<file path="src/rtl/fir_serial_mac.sv">
// Time-multiplexed FIR: one sample in through valid/ready, then one multiply-accumulate per clock
// over a circular sample history. The full-precision result comes out with a one-cycle strobe.
module fir_serial_mac #(
  parameter int WIDTH = 7,
  parameter int TAPS  = 33,
  parameter int ACC_W = 2*WIDTH+6
) (
  input  logic                    clk,
  input  logic                    rstn,
  input  logic                    din_valid,
  input  logic signed [WIDTH-1:0] din,
  output logic                    din_ready,
  input  logic                    coef_we,
  input  logic [5:0]              coef_addr,
  input  logic signed [WIDTH-1:0] coef_data,
  output logic                    dout_valid,
  output logic signed [ACC_W-1:0] dout,
  output logic                    busy
);
  localparam int PTR_W  = (TAPS > 1) ? $clog2(TAPS) : 1;
  localparam int PROD_W = 2*WIDTH;
  localparam logic [PTR_W-1:0] LAST = PTR_W'(TAPS-1);

  typedef enum logic [1:0] {IDLE, MAC, DONE} state_t;

  state_t                  r_state;
  logic [PTR_W-1:0]        r_wr_ptr;
  logic [PTR_W-1:0]        r_rd_ptr;
  logic [PTR_W-1:0]        r_k;
  logic signed [ACC_W-1:0] r_acc;
  logic signed [ACC_W-1:0] r_dout;
  logic                    r_dout_valid;
  logic                    r_busy;
  logic                    r_din_ready;
  logic signed [WIDTH-1:0] r_hist [TAPS];
  logic signed [WIDTH-1:0] r_coef [TAPS];

  logic                     w_hs;
  logic                     w_coef_wr;
  logic [PTR_W-1:0]         w_coef_idx;
  logic signed [PROD_W-1:0] w_prod;
  logic signed [ACC_W-1:0]  w_prod_ext;

  assign w_hs       = din_valid && r_din_ready;
  assign w_coef_wr  = coef_we && (r_state == IDLE) && (32'(coef_addr) < TAPS);
  assign w_coef_idx = PTR_W'(coef_addr);
  assign w_prod     = r_coef[r_k] * r_hist[r_rd_ptr];
  assign w_prod_ext = {{(ACC_W-PROD_W){w_prod[PROD_W-1]}}, w_prod};

  // Storage is cleared by reset so outputs before TAPS samples are the zero-padded convolution.
  always_ff @(posedge clk or negedge rstn) begin
    if (!rstn) begin
      for (int i = 0; i < TAPS; i++) begin
        r_hist[i] <= '0;
        r_coef[i] <= '0;
      end
    end else begin
      if (w_hs)
        r_hist[r_wr_ptr] <= din;
      if (w_coef_wr)
        r_coef[w_coef_idx] <= coef_data;
    end
  end

  always_ff @(posedge clk or negedge rstn) begin
    if (!rstn) begin
      r_state      <= IDLE;
      r_wr_ptr     <= '0;
      r_rd_ptr     <= '0;
      r_k          <= '0;
      r_acc        <= '0;
      r_dout       <= '0;
      r_dout_valid <= 1'b0;
      r_busy       <= 1'b0;
      r_din_ready  <= 1'b1;
    end else begin
      r_dout_valid <= 1'b0;
      case (r_state)
        IDLE: begin
          if (w_hs) begin
            r_rd_ptr    <= r_wr_ptr;
            r_k         <= '0;
            r_acc       <= '0;
            r_busy      <= 1'b1;
            r_din_ready <= 1'b0;
            r_state     <= MAC;
          end
        end
        MAC: begin
          // Walk backwards through history so tap k multiplies x[n-k].
          r_acc    <= r_acc + w_prod_ext;
          r_k      <= r_k + 1'b1;
          r_rd_ptr <= (r_rd_ptr == '0) ? LAST : r_rd_ptr - 1'b1;
          if (r_k == LAST)
            r_state <= DONE;
        end
        DONE: begin
          r_dout       <= r_acc;
          r_dout_valid <= 1'b1;
          r_wr_ptr     <= (r_wr_ptr == LAST) ? '0 : r_wr_ptr + 1'b1;
          r_busy       <= 1'b0;
          r_din_ready  <= 1'b1;
          r_state      <= IDLE;
        end
        default: r_state <= IDLE;
      endcase
    end
  end

  assign din_ready  = r_din_ready;
  assign dout_valid = r_dout_valid;
  assign dout       = r_dout;
  assign busy       = r_busy;

endmodule

</file>
<file path="config.mk">
export PLATFORM = sky130hd
export DESIGN_NAME = fir_serial_mac
export DESIGN_NICKNAME = d
export VERILOG_FILES = /design/src/rtl/fir_serial_mac.sv
export SDC_FILE = /design/constraint.sdc
export NUM_CORES = 1
export LEC_CHECK = 0
export CELL_PAD_IN_SITES_DETAIL_PLACEMENT = 1
export CELL_PAD_IN_SITES_GLOBAL_PLACEMENT = 2
export CORE_ASPECT_RATIO = 1.5
export CORE_MARGIN = 2
export CORE_UTILIZATION = 47
export CTS_BUF_LIST = sky130_fd_sc_hd__clkbuf_4
export DETAILED_ROUTE_END_ITERATION = 16
export PLACE_DENSITY = 0.85
export SLEW_MARGIN = 20
export SYNTH_ARGS = -nofsm -noshare
export SYNTH_HDL_FRONTEND = slang
export SYNTH_SLANG_ARGS = --single-unit
export TNS_END_PERCENT = 5
</file>
<file path="constraint.sdc">
create_clock -name clk -period 9.27 [get_ports clk]
set_clock_uncertainty 0.15 [all_clocks]
set_input_delay 1.854 -clock clk [delete_from_list [all_inputs] [get_ports clk]]
set_output_delay 1.854 -clock clk [all_outputs]
set_load 0.005 [all_outputs]
</file>
==> run metrics, run 1 <==
outcome=complete, no violations; Seq cells post-synth=525; post-synth top area cell=dfrtp_1; Residual DRC=0; clock network power share=29.1%; Initial Util=47.54%; fillers=5,725; Worst Hold Depth=2; dpl ws=918.4 ps; crit end category=register; Setup Viol. Count Final=0; Sequential Area=13,150 sq um; relative slew slack=22.00%; Vias per Instance=5.691; hold_sp=dout[15]$_DFFE_PN0P_; synth top area cells=dfrtp_1, mux2_2, mux4_2; Reg-to-Reg Start=r_rd_ptr[0]$_DFFE_PN0P_; CTS tree=yes; setup slack, reg-to-reg=890 ps; combinational share of power=30.5%; WS Path Type=register to register; worst slew pin tran=1166 ps; f_max=119.3 MHz; cts bufs inserted=137; Crit Path Max Fanout=45; syn_nets=2,125; nets=2,236; Avg WL per Cell=23.50 microns; Max VDD drop=0.1495 mV; CTS Hold Bufs=0; main combinational cell family by area after synthesis=multiplexers; Initial DRC Count=650; Hold Path Class=register to register; Compound-Gate Fraction of Synth Area=2.461%; Final Hold Vio Count=0; Post-Syn Instances=1,979; via count=16,759; most common cell after layout, fill and taps aside=dfrtp_1; Clock Tree Buf Depth=3; Synth Area in Adders=7.586%; clk_lat worst skew=900 ps; Post-Synth XOR/XNOR Area=0.7771%; Post-synth EDFFs=0; fin crit period=8384 ps; Yosys cell types=65; # H-tree levels=4; global-route wire length before repair=110,800 microns; mux share of post-synthesis cell area=31.22%; arrival time worst endpoint=8980 ps; Post-CTS Setup Bufs=0; largest net degree at the start of global routing=192; P_sw=2.467 mW; antenna violations before repair=2; die width=199.9 microns; HPWL after detailed placement=47,020 microns; post-route ant nets=0; fraction of layout cells with a size suffix above 1=39.97%; top-area cell type share of the netlist area=48.48%; port bufs=46; FF-to-FF path depth=22; PwrDens=231.8 nW/um^2; Worst-path clk slew=70 ps; Final GP Congestion=0.8044; Leak=14.61 nW; Die H=297.8 microns; clk sinks=525; ys async rst share=100.0%; area grow syn2layout=10.95%; ys flop type=dfrtp_1; core footprint=56,900 sq um; WL final=69,220 microns; simple-gate area share of the yosys netlist=5.648%; multi-input logic area=12,900 sq um; commonest non-fill, non-tap cells in the layout=dfrtp_1, mux2_2, clkbuf_4, inv_1, mux4_2; Flop pwr share=40.4%; Syn Std Cell Area=27,050 sq um; Startpoint Class=register; GRT Resource Usage Total=24.63%; average size of a mapped cell=13.67 sq um; sequential-to-total area share from yosys stat=48.58%; Min-Delay Endpoint=dout[15]$_DFFE_PN0P_; gr ovfl total=0; Final period util=90.44%; Final WS setup=886.5 ps; CTS resizes=0; die outline area=59,520 sq um; IO Count=47; Ys Warns=0; Max Cap Violations=0; vias in the first global route=19,593; switching power share of the total=35.47%; CTS root buffer=clkbuf_4; First-pass DRT Iterations=4; Internal=4.489 mW; RSZ-0062 raised after global routing=false; setup TNS=0 ps; WP data required=9860 ps; fin. max-slew vios=0; Crit Reg-Reg Endpoint=r_acc[16]$_DFFE_PN0P_; FP Rows=107
worst max-delay path: stages (launching register included):
cell	delay (ps)
dfrtp_4	1050
mux4_2	600
mux4_2	520
mux2i_1	430
nor2_1	80
a31oi_1	580
nor2_1	130
fa_1	540
inv_1	50
fa_1	490
inv_1	60
fa_1	530
inv_1	60
fa_1	530
inv_1	40
ha_1	350
nand2_1	70
o21ai_0	140
o311ai_0	650
a211oi_1	240
o31a_1	340
or3_1	300
a32o_1	260
cell families after synthesis:
logic type | Yosys count
buffers and inverters | 253
AO/OA/AOI/OAI | 101
AND/OR/NAND/NOR | 337
adder cells (fa/ha/maj) | 122
multiplexers | 617
XOR/XNOR | 24
flip-flops | 525
how the worst max path moves through the flow:
| stage | slack, ps | cells after the start | start | end |
|---|---|---|---|---|
| finish | 890 | 22 | r_rd_ptr[0]$_DFFE_PN0P_ | r_acc[16]$_DFFE_PN0P_ |
| global route | 390 | 23 | r_rd_ptr[0]$_DFFE_PN0P_ | r_acc[16]$_DFFE_PN0P_ |
| CTS | 900 | 22 | r_rd_ptr[0]$_DFFE_PN0P_ | r_acc[16]$_DFFE_PN0P_ |
| detailed placement | 920 | 23 | r_rd_ptr[0]$_DFFE_PN0P_ | r_acc[16]$_DFFE_PN0P_ |
| global placement | 1070 | 23 | r_rd_ptr[0]$_DFFE_PN0P_ | r_acc[16]$_DFFE_PN0P_ |
| floorplan | 2310 | 25 | r_rd_ptr[1]$_DFFE_PN0P_ | r_acc[16]$_DFFE_PN0P_ |
layout make-up:
class / count / area share [%]
clock inverters: 34 / 0.8755
diodes: 3 / 0.02502
clock buffers: 194 / 4.853
repair buffers: 83 / 2.477
multi-input cells: 1201 / 42.99
flip-flops and latches: 525 / 43.82
inverters: 142 / 1.776
well taps: 763 / 3.181
metal layers:
| metal | vias up | wire, microns | GRT usage [%] |
|---|---|---|---|
| met2 | 344 | 38050 | 45.21 |
| met4 | 0 | 2741 | 10.67 |
| met3 | 157 | 2543 | 4.381 |
| li1 | 7303 | - | - |
| met1 | 8955 | 25880 | 27.59 |
| met5 | - | 0 | 0 |
metrics by stage:
step	hold WS, ps	instances	area (sq um)	total power, mW	utilization, %
2_1_floorplan	317.3	1979	27050	4.318	-
3_3_place_gp	310.5	2714	28310	4.927	49.75
3_5_place_dp	317.8	2714	28300	5.013	49.74
4_1_cts	333.0	2942	30020	7.077	52.77
5_1_grt	360.6	2944	30010	7.464	52.74
6_report	324.9	2945	30010	6.956	52.74
power groups by stage:
stage | clock network [mW] | registers, mW | logic [mW]
3_3_place_gp | 0 | 2.84 | 2.08
3_5_place_dp | 0 | 2.85 | 2.16
4_1_cts | 2.10 | 2.81 | 2.17
2_1_floorplan | 0 | 2.56 | 1.76
6_report | 2.02 | 2.81 | 2.12
5_1_grt | 2.22 | 2.84 | 2.41
sequential cells by signal, summed over array words and instances (netlist names):
signal	count
busy	1
r_wr_ptr	6
dout_valid	1
r_acc	20
dout	20
r_hist	231
din_ready	1
r_rd_ptr	6
r_coef	231
r_state	2
r_k	6
synthesized netlist by cell type, drive strengths merged (3+ instances only):
cell type / number
mux4: 135
o21a: 4
mux2i: 18
xnor2: 14
nor3: 15
inv: 140
or3: 9
or2: 9
a211oi: 3
nand3: 12
nand2: 121
dfrtp: 524
nor4: 5
clkbuf: 74
a31oi: 8
buf: 37
nor2b: 8
nand2b: 9
nor3b: 5
a21oi: 19
a21o: 4
fa: 70
nand4: 6
o21ai: 33
nand3b: 7
mux2: 464
and3: 4
nor2: 115
and2: 4
xor2: 10
a22o: 4
ha: 52
No activity file was read; power rests on OpenSTA's default activity.
==> inputs of run 2 (changes only) <==
- CORE_UTILIZATION: 47 -> 30
- PLACE_DENSITY: 0.85 -> 0.6
==> run 2 against run 1 <==
Net effect:
- non-clock buffer count grew 6
- via count shrank 1.6%
- sequential power is essentially flat
- final cell count grew 14%
- core utilization shrank 18 points
- critical path depth grew 1
- clock power grew 7%
- total power grew 2.8%
- first-iteration DRC count grew 1.4%
- sequential share of layout area shrank 1.0 points
- worst hold slack gained 1.3 ps
- largest cell class unchanged
- largest power group unchanged
==> run metrics, run 2 (synthesized netlist as in run 1, its figures left out) <==
setup TNS=0 ps (unchanged); Worst Hold Depth=2 (unchanged); Avg WL per Cell=22.09 microns (was 23.50 microns); Levels on crit path=23 (was 22); CP max stage delay=890 ps (was 1050 ps); most common cell after layout, fill and taps aside=dfrtp_1 (unchanged); cts bufs inserted=141 (was 137); # H-tree levels=4 (unchanged); Final Hold Vio Count=0 (unchanged); die outline area=92,630 sq um (was 59,520 sq um); crit path buf inv count=5 (was 4); crit end category=register (unchanged); GRT Resource Usage Total=16.66% (was 24.63%); fin. max-slew vios=0 (unchanged); die width=249.2 microns (was 199.9 microns); CTS root buffer=clkbuf_4 (unchanged); Leak=14.71 nW (was 14.61 nW); Final GP Congestion=0.7562 (was 0.8044); Initial DRC Count=659 (was 650); Max Cap Violations=0 (unchanged); outcome=complete, no violations (unchanged); vias in the first global route=19,080 (was 19,593); IO Count=47 (unchanged); worst slew pin tran=1036 ps (was 1166 ps); CTS Hold Bufs=0 (unchanged); global-route wire length before repair=116,400 microns (was 110,800 microns); commonest non-fill, non-tap cells in the layout=dfrtp_1, mux2_2, clkbuf_4, inv_1, mux4_2 (unchanged); Top Registers=r_coef: 231 flops, r_hist: 231 flops (unchanged); fillers=9,521 (was 5,725); relative slew slack=30.66% (was 22.00%); fin crit period=8357 ps (was 8384 ps); Setup Viol. Count Final=0 (unchanged); HPWL after detailed placement=51,300 microns (was 47,020 microns); largest net degree at the start of global routing=163 (was 192); clk_lat worst skew=1040 ps (was 900 ps); First-pass DRT Iterations=4 (unchanged); arrival time worst endpoint=9060 ps (was 8980 ps); multi-input logic area=12,900 sq um (unchanged); worst path cell trace=buf_4, mux4_2, mux4_2, mux2i_1, nor2_1, a31oi_2, buf_4, nand2b_1, fa_1, fa_1, inv_1, fa_1, inv_1, fa_1, inv_1, ha_1, nand2_1, o21ai_0, o311ai_0, a211oi_1, o31a_1, or3_1, a32o_1 (was mux4_2, mux4_2, mux2i_1, nor2_1, a31oi_1, nor2_1, fa_1, inv_1, fa_1, inv_1, fa_1, inv_1, fa_1, inv_1, ha_1, nand2_1, o21ai_0, o311ai_0, a211oi_1, o31a_1, or3_1, a32o_1); RSZ-0062 raised after global routing=false (unchanged); antenna violations before repair=1 (was 2); post-route ant nets=0 (unchanged); Critical-path top delay cell=dfrtp_4 (unchanged); port bufs=46 (unchanged); WL final=74,070 microns (was 69,220 microns); crit-path leading delay family=adder cells (unchanged); WS Path Type=register to register (unchanged); CTS tree=yes (unchanged); FP Rows=134 (was 107); clk sinks=525 (unchanged); Startpoint Class=register (unchanged); CTS resizes=0 (unchanged); Post-CTS Setup Bufs=0 (unchanged); Final period util=90.15% (was 90.44%); via count=16,489 (was 16,759); nets=2,246 (was 2,236); area grow syn2layout=13.54% (was 10.95%); f_max=119.7 MHz (was 119.3 MHz); Initial Util=30.32% (was 47.54%); placed insts=3,113 (was 2,714); Worst path most repeated cell=fa_1; Max VDD drop=0.1274 mV (was 0.1495 mV); fin cells=3,354 (was 2,945); Die H=371.8 microns (was 297.8 microns); Crit Path Max Fanout=31 (was 45); Hold Path Class=register to register (unchanged); WP data required=9970 ps (was 9860 ps); core footprint=89,200 sq um (was 56,900 sq um); Residual DRC=0 (unchanged); gr ovfl total=0 (unchanged); fraction of layout cells with a size suffix above 1=40.21% (was 39.97%); Sequential Area=13,150 sq um (about the same); FF-to-FF path depth=23 (was 22); Vias per Instance=4.916 (was 5.691); Clock Tree Buf Depth=3 (unchanged); PwrDens=232.8 nW/um^2 (was 231.8 nW/um^2); Worst-path clk slew=60 ps (was 70 ps); final core occ=34.43% (was 52.74%)
## run 2: worst paths after layout
check / start / end / slack [ps]
max in group asynchronous: rstn / r_k[0]$_DFFE_PN0P_ / 6520
worst max-delay path: r_rd_ptr[0]$_DFFE_PN0P_ / r_acc[16]$_DFFE_PN0P_ / 910
worst max register to register: r_rd_ptr[0]$_DFFE_PN0P_ / r_acc[16]$_DFFE_PN0P_ / 910
worst min register to register: dout[6]$_DFFE_PN0P_ / dout[6]$_DFFE_PN0P_ / 330
worst min-delay path: dout[6]$_DFFE_PN0P_ / dout[6]$_DFFE_PN0P_ / 330
min in group asynchronous: rstn / r_coef[12]$_DFFE_PN0P_ / 730
## run 2: per-layer routing
layer  GRT usage [%]  share of wire (%)
met5               0                  0
met4           8.341                4.4
met3           3.500                3.3
met2           30.20                 53
met1           18.47                 39
## run 2: power breakdown
group | total [mW] | switching [mW] | internal (mW)
logic | 2.20 | 1.21 | 0.988
clock network | 2.17 | 1.02 | 1.16
registers | 2.78 | 0.334 | 2.45
total | 7.15 | 2.56 | 4.59
## run 2: area by class of cell
| class | count | area share, % |
|---|---|---|
| clock buffers | 206 | 5.036 |
| diodes | 2 | 0.01630 |
| repair buffers | 89 | 2.730 |
| clock inverters | 33 | 0.9452 |
| flip-flops and latches | 525 | 42.82 |
| inverters | 142 | 1.736 |
| well taps | 1156 | 4.710 |
| multi-input cells | 1201 | 42.01 |
## run 2: tightest hold or removal path, cell delays in order, from the launching register on
cell	delay (ps)
dfrtp_1	340
nand2_1	50
o21ai_0	60
## run 2: per-stage QoR
stage | hold slack (ps) | setup slack [ps] | total power [mW] | area (sq um)
floorplan | 317.3 | 2305 | 4.318 | 27050
global placement | 313.6 | 943.3 | 5.047 | 28870
detailed placement | 320.8 | 905.8 | 5.093 | 28870
CTS | 334.4 | 847.1 | 7.353 | 30700
global route | 363.1 | 291.5 | 7.718 | 30710
finish | 326.3 | 913.3 | 7.150 | 30710
==> inputs of run 3 (changes only) <==
==> constraint.sdc (replaced) <==
create_clock -name clk -period 9.2 [get_ports clk]
set_clock_uncertainty 0.15 [all_clocks]
set_input_delay 0.92 -clock clk [delete_from_list [all_inputs] [get_ports clk]]
set_output_delay 0.92 -clock clk [all_outputs]
set_load 0.005 [all_outputs]
==> run 3 against run 2 <==
Net effect:
- worst setup slack better by 58 ps
- core utilization hardly changed
- non-clock buffer count increased by 4
- count of clock-buffer cells in the layout is 3 lower
- first-iteration DRC count shrank 3.6%
- sequential power decreased by 1%
- largest power group unchanged
- highest routed layer unchanged
==> run metrics, run 3 (synthesized netlist as in run 1, its figures left out) <==
outcome=complete, no violations (unchanged); global-route wire length before repair=118,700 microns (was 116,400 microns); switching power share of the total=36.32% (was 35.80%); port bufs=46 (unchanged); Initial DRC Count=635 (was 659); gr ovfl total=0 (unchanged); f_max=121.5 MHz (was 119.7 MHz); Residual DRC=0 (unchanged); Worst-path clk slew=70 ps (was 60 ps); # H-tree levels=4 (unchanged); die width=249.2 microns (unchanged); commonest non-fill, non-tap cells in the layout=dfrtp_1, mux2_2, clkbuf_4, inv_1, mux4_2 (unchanged); Final GP Congestion=0.7648 (was 0.7562); FP Rows=134 (unchanged); Initial Util=30.32% (unchanged); fin. max-slew vios=0 (unchanged); crit-path leading delay family=adder cells (unchanged); Final period util=89.45% (was 90.15%); clock network power share=29.4% (was 30.4%); vias in the first global route=19,168 (was 19,080); clk_lat worst skew=1010 ps (was 1040 ps); met2 Use GR=31.36% (was 30.20%); Hold Path Class=register to register (unchanged); Die H=371.8 microns (unchanged); crit end category=register (unchanged); dpl cell area=28,930 sq um (was 28,870 sq um); relative slew slack=25.37% (was 30.66%); cts bufs inserted=142 (was 141); setup TNS=0 ps (unchanged); fin crit period=8229 ps (was 8357 ps); Vias per Instance=4.928 (was 4.916); First-pass DRT Iterations=5 (was 4); hold_ws=329.6 ps (was 326.3 ps); setup slack, reg-to-reg=970 ps (was 910 ps); HPWL after detailed placement=51,770 microns (was 51,300 microns); Critical-path top delay cell=dfrtp_4 (unchanged); WS Path Type=register to register (unchanged); fraction of layout cells with a size suffix above 1=40.23% (was 40.21%); post-route design area=30,720 sq um (was 30,710 sq um); crit path buf inv count=5 (unchanged); antenna violations before repair=2 (was 1); via count=16,552 (was 16,489); PwrDens=233.1 nW/um^2 (was 232.8 nW/um^2); CP max stage delay=820 ps (was 890 ps); CTS tree=yes (unchanged); Clock Tree Buf Depth=3 (unchanged); largest net degree at the start of global routing=180 (was 163); IO Count=47 (unchanged); worst path cell trace=buf_12, mux4_2, mux4_2, mux2i_1, nor2_1, a31oi_2, buf_4, or2_2, fa_1, fa_1, inv_1, fa_1, inv_1, fa_1, inv_1, ha_1, nand2_1, o21ai_0, o311ai_0, a211oi_1, o31a_1, or3_1, a32o_1 (was buf_4, mux4_2, mux4_2, mux2i_1, nor2_1, a31oi_2, buf_4, nand2b_1, fa_1, fa_1, inv_1, fa_1, inv_1, fa_1, inv_1, ha_1, nand2_1, o21ai_0, o311ai_0, a211oi_1, o31a_1, or3_1, a32o_1); RSZ-0062 raised after global routing=false (unchanged); WP data required=9910 ps (was 9970 ps); area grow syn2layout=13.57% (was 13.54%); P_sw=2.600 mW (was 2.560 mW); GRT Resource Usage Total=16.94% (was 16.66%); grt peak-use layer=met2 (unchanged); Leak=14.69 nW (was 14.71 nW); arrival time worst endpoint=8940 ps (was 9060 ps); Max VDD drop=0.1175 mV (was 0.1274 mV); Internal=4.559 mW (was 4.590 mW); most common cell after layout, fill and taps aside=dfrtp_1 (unchanged); Max Cap Violations=0 (unchanged); die outline area=92,630 sq um (unchanged); Top Registers=r_coef: 231 flops, r_hist: 231 flops (unchanged); Startpoint Class=register (unchanged); GR Layer Usage met3=3.402% (was 3.500%); CTS resizes=0 (unchanged); GR Layer Usage met1=19.34% (was 18.47%); worst slew pin tran=1119 ps (was 1036 ps); Worst path most repeated cell=fa_1 (unchanged); Flop pwr share=38.3% (was 38.9%); WL final=75,530 microns (was 74,070 microns); Setup Viol. Count Final=0 (unchanged); Crit Path Max Fanout=27 (was 31); core footprint=89,200 sq um (unchanged); Final Hold Vio Count=0 (unchanged); post-route ant nets=0 (unchanged); CTS root buffer=clkbuf_4 (unchanged); combinational share of power=32.3% (was 30.7%); nets=2,251 (was 2,246); Avg WL per Cell=22.49 microns (was 22.09 microns); clk sinks=525 (unchanged)
-- run 3: cell count changes in the layout (fill, tap and decap cells not counted), moves of 2 or more --
cell	change
buf_12	+3
bufinv_16	-3
clkbuf_4	-3
clkinv_1	+3
clkinvlp_4	+3
inv_6	+2
-- run 3: timing repair --
action                    CTS  global route
hold buffers                1             0
hold endpoints to repair   75             0
buffers inserted            0             0
-- run 3: tightest hold or removal path: stages (launching register included) --
cell and delay (ps):
dfrtp_1 340, nand2_1 50, nand2_1 50
-- run 3: power by group through the flow --
stage	logic [mW]	registers, mW	clock network (mW)
2_1_floorplan	1.77	2.58	0
3_3_place_gp	2.32	2.79	0
3_5_place_dp	2.38	2.80	0
4_1_cts	2.39	2.76	2.22
5_1_grt	2.62	2.78	2.32
6_report	2.31	2.74	2.11
-- run 3: final cells by class --
cell class | count | area, sq um
Multi-Input combinational cell | 1201 | 12900
Inverter | 142 | 533.0
Clock buffer | 203 | 1524
Clock inverter | 36 | 242.7
Antenna cell | 3 | 7.507
Fill cell | 9482 | 58480
Sequential cell | 525 | 13150
Timing Repair Buffer | 93 | 912.1
Tap cell | 1156 | 1446
-- run 3: metal layers --
layer	vias to the layer above	wire length [microns]
met4	0	1582
li1	7355	-
met2	267	41130
met5	-	0
met3	96	2403
met1	8834	30420
-- run 3: path summary, 6_finish.rpt --
path	from	end	cells past startpoint
setup / recovery	r_rd_ptr[0]$_DFFE_PN0P_	r_acc[16]$_DFFE_PN0P_	23
hold / removal	dout[0]$_DFFE_PN0P_	dout[0]$_DFFE_PN0P_	2
setup reg to reg	r_rd_ptr[0]$_DFFE_PN0P_	r_acc[16]$_DFFE_PN0P_	23
hold reg to reg	dout[0]$_DFFE_PN0P_	dout[0]$_DFFE_PN0P_	2
max in group asynchronous	rstn	r_hist[32]$_DFFE_PN0P_	3
min in group asynchronous	rstn	r_coef[23]$_DFFE_PN0P_	2
-- run 3: through the flow --
stage	utilization (%)	setup WS (ps)	power [mW]	std cells
after floorplan	-	2235	4.351	1979
after global placement	32.43	928.5	5.117	3116
after detailed placement	32.43	859.9	5.175	3116
after CTS	34.43	900.0	7.361	3356
after global routing	34.44	408.6	7.727	3359
final	34.44	970.8	7.159	3359
